**config.mk**
```make
export PLATFORM = sky130hd
export DESIGN_NAME = cpu_fetch
export DESIGN_NICKNAME = d
export VERILOG_FILES = /design/src/rtl/cpu_fetch.sv
export SDC_FILE = /design/constraint.sdc
export NUM_CORES = 1
export LEC_CHECK = 0
export BUFFER_PORTS_ARGS = -buffer_cell sky130_fd_sc_hd__clkbuf_2
export CAP_MARGIN = 20
export CORE_MARGIN = 1.5
export CORE_UTILIZATION = 48
export DETAILED_ROUTE_END_ITERATION = 7
export PLACE_DENSITY = 0.83
export SLEW_MARGIN = 30
export SYNTH_ARGS = -nofsm -noshare
export SYNTH_HDL_FRONTEND = slang
export SYNTH_SLANG_ARGS = --single-unit
```
**constraint.sdc**
```tcl
create_clock -name clk_i -period 1.6 [get_ports clk_i]
set_input_delay 0.08 -clock clk_i [delete_from_list [all_inputs] [get_ports clk_i]]
set_output_delay 0.08 -clock clk_i [all_outputs]
set_load 0.03 [all_outputs]
```
**src/rtl/cpu_fetch.sv**
```systemverilog
// Instruction fetch unit: walks a 4-bit PC, issues one memory request at a time
// and presents each fetched byte downstream with valid/ready handshaking.
//
//   state | meaning
//   ------+----------------------------------------------------------------
//   IDLE  | post-reset, no request; loads fetch address from PC
//   REQ   | request outstanding at imem_addr_o, waiting for ack
//   HOLD  | fetched instruction presented, waiting for downstream transfer
//   DRAIN | redirected mid-request; old request held until ack, data dropped
module cpu_fetch (
  input  logic       clk_i,
  input  logic       rst_i,
  input  logic       redirect_i,
  input  logic [3:0] redirect_pc_i,
  output logic       imem_req_o,
  output logic [3:0] imem_addr_o,
  input  logic       imem_ack_i,
  input  logic [7:0] imem_data_i,
  output logic       inst_valid_o,
  output logic [7:0] inst_o,
  output logic [3:0] inst_pc_o,
  input  logic       inst_ready_i
);

  typedef enum logic [1:0] {
    S_IDLE  = 2'd0,
    S_REQ   = 2'd1,
    S_HOLD  = 2'd2,
    S_DRAIN = 2'd3
  } state_t;

  state_t     state_q, state_d;
  logic [3:0] pc_q, pc_d;
  logic [3:0] addr_q, addr_d;
  logic [7:0] inst_q, inst_d;
  logic [3:0] inst_pc_q, inst_pc_d;

  always_ff @(posedge clk_i) begin
    if (rst_i) begin
      state_q   <= S_IDLE;
      pc_q      <= 4'd0;
      addr_q    <= 4'd0;
      inst_q    <= 8'd0;
      inst_pc_q <= 4'd0;
    end else begin
      state_q   <= state_d;
      pc_q      <= pc_d;
      addr_q    <= addr_d;
      inst_q    <= inst_d;
      inst_pc_q <= inst_pc_d;
    end
  end

  always_comb begin
    state_d   = state_q;
    pc_d      = pc_q;
    addr_d    = addr_q;
    inst_d    = inst_q;
    inst_pc_d = inst_pc_q;
    case (state_q)
      S_IDLE: begin
        state_d = S_REQ;
        if (redirect_i) begin
          pc_d   = redirect_pc_i;
          addr_d = redirect_pc_i;
        end else begin
          addr_d = pc_q;
        end
      end
      S_REQ: begin
        if (redirect_i) begin
          pc_d = redirect_pc_i;
          if (imem_ack_i) addr_d  = redirect_pc_i;
          else            state_d = S_DRAIN;
        end else if (imem_ack_i) begin
          inst_d    = imem_data_i;
          inst_pc_d = addr_q;
          pc_d      = addr_q + 4'd1;
          state_d   = S_HOLD;
        end
      end
      S_HOLD: begin
        if (redirect_i) begin
          pc_d    = redirect_pc_i;
          addr_d  = redirect_pc_i;
          state_d = S_REQ;
        end else if (inst_ready_i) begin
          addr_d  = pc_q;
          state_d = S_REQ;
        end
      end
      S_DRAIN: begin
        if (redirect_i) pc_d = redirect_pc_i;
        // An ack retires the stale request; a same-cycle redirect target wins.
        if (imem_ack_i) begin
          addr_d  = redirect_i ? redirect_pc_i : pc_q;
          state_d = S_REQ;
        end
      end
      default: state_d = S_IDLE;
    endcase
  end

  assign imem_req_o   = (state_q == S_REQ) || (state_q == S_DRAIN);
  assign imem_addr_o  = addr_q;
  assign inst_valid_o = (state_q == S_HOLD);
  assign inst_o       = inst_q;
  assign inst_pc_o    = inst_pc_q;

endmodule

```
==> results.yml <==
grt:
  grt_pass1_vias: 931
  antenna_found_initial: 0
  grt_start_max_net_pins: 23
  grt_overflow: 0
  grt_usage_pct: 21.46
  grt_pass1_wl_um: 4153
power_and_ir_drop:
  max-vdd-ir-drop_mv: 0.4982
  power_frac_clock_pct: 26.1
  power.share.combinational_pct: 21.2
  swShare_pct: 29.18
  p_seq_share_pct: 52.7
  p_int_mw: 0.8166
  power_density_mw_per_mm2: 848.6
  switchingPower_mw: 0.3365
  power_leakage_nw: 0.5674
sta:
  fmaxAchievable_mhz: 695.3
  rsz0062_at_grt: "no"
  setup_viol: 0
  hold_viol_final: 0
  slew_headroom_pct: 73.36
  hold_slack_ps: 28.96
  fin_tns_setup_ps: 0
  maxSlewViolCount: 0
  period_minus_slack_ps: 1438
  finalCritPeriodShare_pct: 89.89
  fin_skew_ps: 4.226
  worstMarginPinSlew_ps: 399.7
clock_network:
  cts_tree: "built"
  clock_path_buffers: 2
  clk_latency_ps: 300
  clk_pin_slew_ps: 120
  clock_sinks: 22
  cts-buffers-inserted: 3
  cts_max_level: 1
  ctsRootBufferMaster: "clkbuf_4"
  cts_setup_buffers: 0
layout:
  syn2layout_area_growth_pct: 30.06
  nFillCells: 183
  nets: 187
  diodes: 0
  final_util_pct: 67.88
  instances_no_fill: 195
  drive_gt1_share_pct: 28.57
  multi_input_area_sq_um: 559.3
  regArea_sq_um: 441.7
yosys:
  synth_compound_area_share_pct: 20.72
  synth-seq-area-share_pct: 42.16
  synthDistinctLibCells: 32
  synthTopCellsByArea: "dfxtp_1, nand2_1, a21oi_1, a311oi_1, o22ai_1"
  synthCells: 127
  ys_warn_count: 0
  ys_seq_elements: 22
  yosysTopAreaCell: "dfxtp_1"
  synth_top_family_by_area: "simple AND/OR/NAND/NOR gates"
  synth-simple-area-share_pct: 27.43
  synth.area.mux_share_pct: 1.916
  syn_area_per_cell_sq_um: 8.226
  syn_area_sq_mm: 0.001045
  synthFlopType: "dfxtp_1"
  async_flop_share_pct: 0
  syn-num-nets: 145
  synth_edf_count: 0
  synth_top_area_share_pct: 42.16
  synthXorXnorAreaFrac_pct: 1.677
  synth-adder-area-share_pct: 1.198
routing:
  drtAntennaViolNets: 0
  drtIter0Drc: 18
  routed_wirelength_um: 2507
  drc: 0
  firstDrtPassIters: 4
  dr_total_vias: 1037
  drt-wirelength-per-cell_um: 12.86
  vias_per_cell: 5.318
die:
  initial_core_util_pct: 52.19
  fp-row-count: 16
  ios: 35
  core-area_sq_mm: 0.002002
  fp.dieArea_sq_mm: 0.002466
  die_h_um: 49.66
  die_w_um: 49.66
placement:
  portBuffers: 34
  place_inst: 183
  place_congestion: 0.8336
  place.detailed.hpwl_um: 1763
setup_path:
  cp-startpoint: "state_q[0]$_SDFFE_PP0P_"
  crit_required_ps: 1810
  crit_path_max_fanout: 11
  startpoint_type: "flip-flop"
  path_class: "flip-flop to flip-flop"
  r2r-start: "state_q[0]$_SDFFE_PP0P_"
  endpoint_kind: "flip-flop"
  crit_arrival_ps: 1650
outcome:
  outcome: "completed"
run:
  drv_cap: 0
hold_path:
  min_path_type: "primary input to flip-flop"
  holdCritStartpoint: "redirect_pc_i[0]"
## timing repair
action,4_1_cts,5_1_grt
setup endpoints to repair,0,2
hold buffers,8,0
resized for setup,0,2
hold endpoints to repair,8,0
## path summary, 6_finish.rpt
kind | slack, ps | endpoint | cells past startpoint
max | 160 | imem_addr_o[1]$_SDFFE_PP0P_ | 4
min | 30 | pc_q[0]$_SDFFE_PP0P_ | 3
max reg2reg | 160 | imem_addr_o[1]$_SDFFE_PP0P_ | 4
min reg2reg | 460 | inst_o[6]$_SDFFE_PP0P_ | 2
## placed cells by master, fill, tap and decap left out
| cell | instances |
|---|---|
| a21oi_1 | 14 |
| a311oi_1 | 4 |
| a311oi_2 | 1 |
| a31oi_1 | 1 |
| and2_1 | 1 |
| and2b_1 | 1 |
| and4bb_2 | 1 |
| buf_4 | 4 |
| clkbuf_2 | 34 |
| clkbuf_4 | 3 |
| clkbuf_8 | 1 |
| dfxtp_1 | 21 |
| dfxtp_2 | 1 |
| dlygate4sd3_1 | 8 |
| ha_1 | 1 |
| inv_1 | 2 |
| mux2i_1 | 2 |
| nand2_1 | 27 |
| nand2b_1 | 5 |
| nand3_1 | 6 |
| nand3b_2 | 1 |
| nand4bb_1 | 1 |
| nor2_1 | 1 |
| nor2b_1 | 3 |
| nor3_1 | 2 |
| nor3b_1 | 1 |
| nor4b_2 | 1 |
| o21a_1 | 1 |
| o21ai_0 | 2 |
| o21ai_1 | 5 |
| o21bai_1 | 1 |
| o22ai_1 | 6 |
| o32ai_1 | 1 |
| or2_1 | 1 |
| or4b_4 | 1 |
| xor2_1 | 2 |
## cells in the mapped netlist, drive strengths merged, types with 2 or more instances
master,count
mux2i,2
nand3,6
clkbuf,3
nand2,27
xor2,2
dfxtp,22
a311oi,5
inv,2
o21ai,7
nor2b,3
nand2b,5
a21oi,14
buf,6
nor3,2
o22ai,6
## power groups by stage
stage                     registers, mW  clock network (mW)  logic, mW
after detailed placement          0.620                   0      0.224
after global routing              0.613               0.332      0.266
final                             0.608               0.301      0.244
after CTS                         0.608               0.310      0.241
after floorplan                   0.649                   0      0.120
after global placement            0.619                   0      0.216
## state kept, by name, indices dropped and copies added (netlist names)
signal	cells
pc_q	4
state_q	2
imem_addr_o	4
inst_pc_o	4
inst_o	8
## cell type report
class                           count  share of cell area [%]
Clock buffer                        4                   2.670
Inverter                            2                  0.5525
Multi-Input combinational cell     94                   41.16
Sequential cell                    22                   32.50
Tap cell                           27                   2.486
Timing Repair Buffer               46                   20.63
## routing by layer
layer  GRT usage [%]  routed length [um]  vias to the layer above
met2           37.78                1254                       33
li1                -                   -                      533
met4           5.556                  23                        0
met3           2.727                 124                        4
met5               0                   0                        -
met1           27.53                1104                      467
## worst max-delay path, cell delays in order (launching register included)
cell and delay, ps:
dfxtp_2 400, buf_4 180, nor4b_2 330, a21oi_1 160, a311oi_1 280
## stage by stage
stage	instance area, sq um	setup WS, ps	total power, mW
2_1_floorplan	1045	358.3	0.7684
3_3_place_gp	1235	271.4	0.8349
3_5_place_dp	1235	151.6	0.8439
4_1_cts	1351	126.8	1.158
5_1_grt	1359	58.56	1.212
6_report	1359	161.8	1.153
## cells by family after synthesis
kind of cell / Yosys count
buffers and inverters: 11
xor gates and xnor gates: 2
muxes: 2
DFF: 22
adders and majority gates: 1
and+or+nand+nor: 53
AOI/OAI and AO/OA: 36
Power figures use the tool's default switching activity.
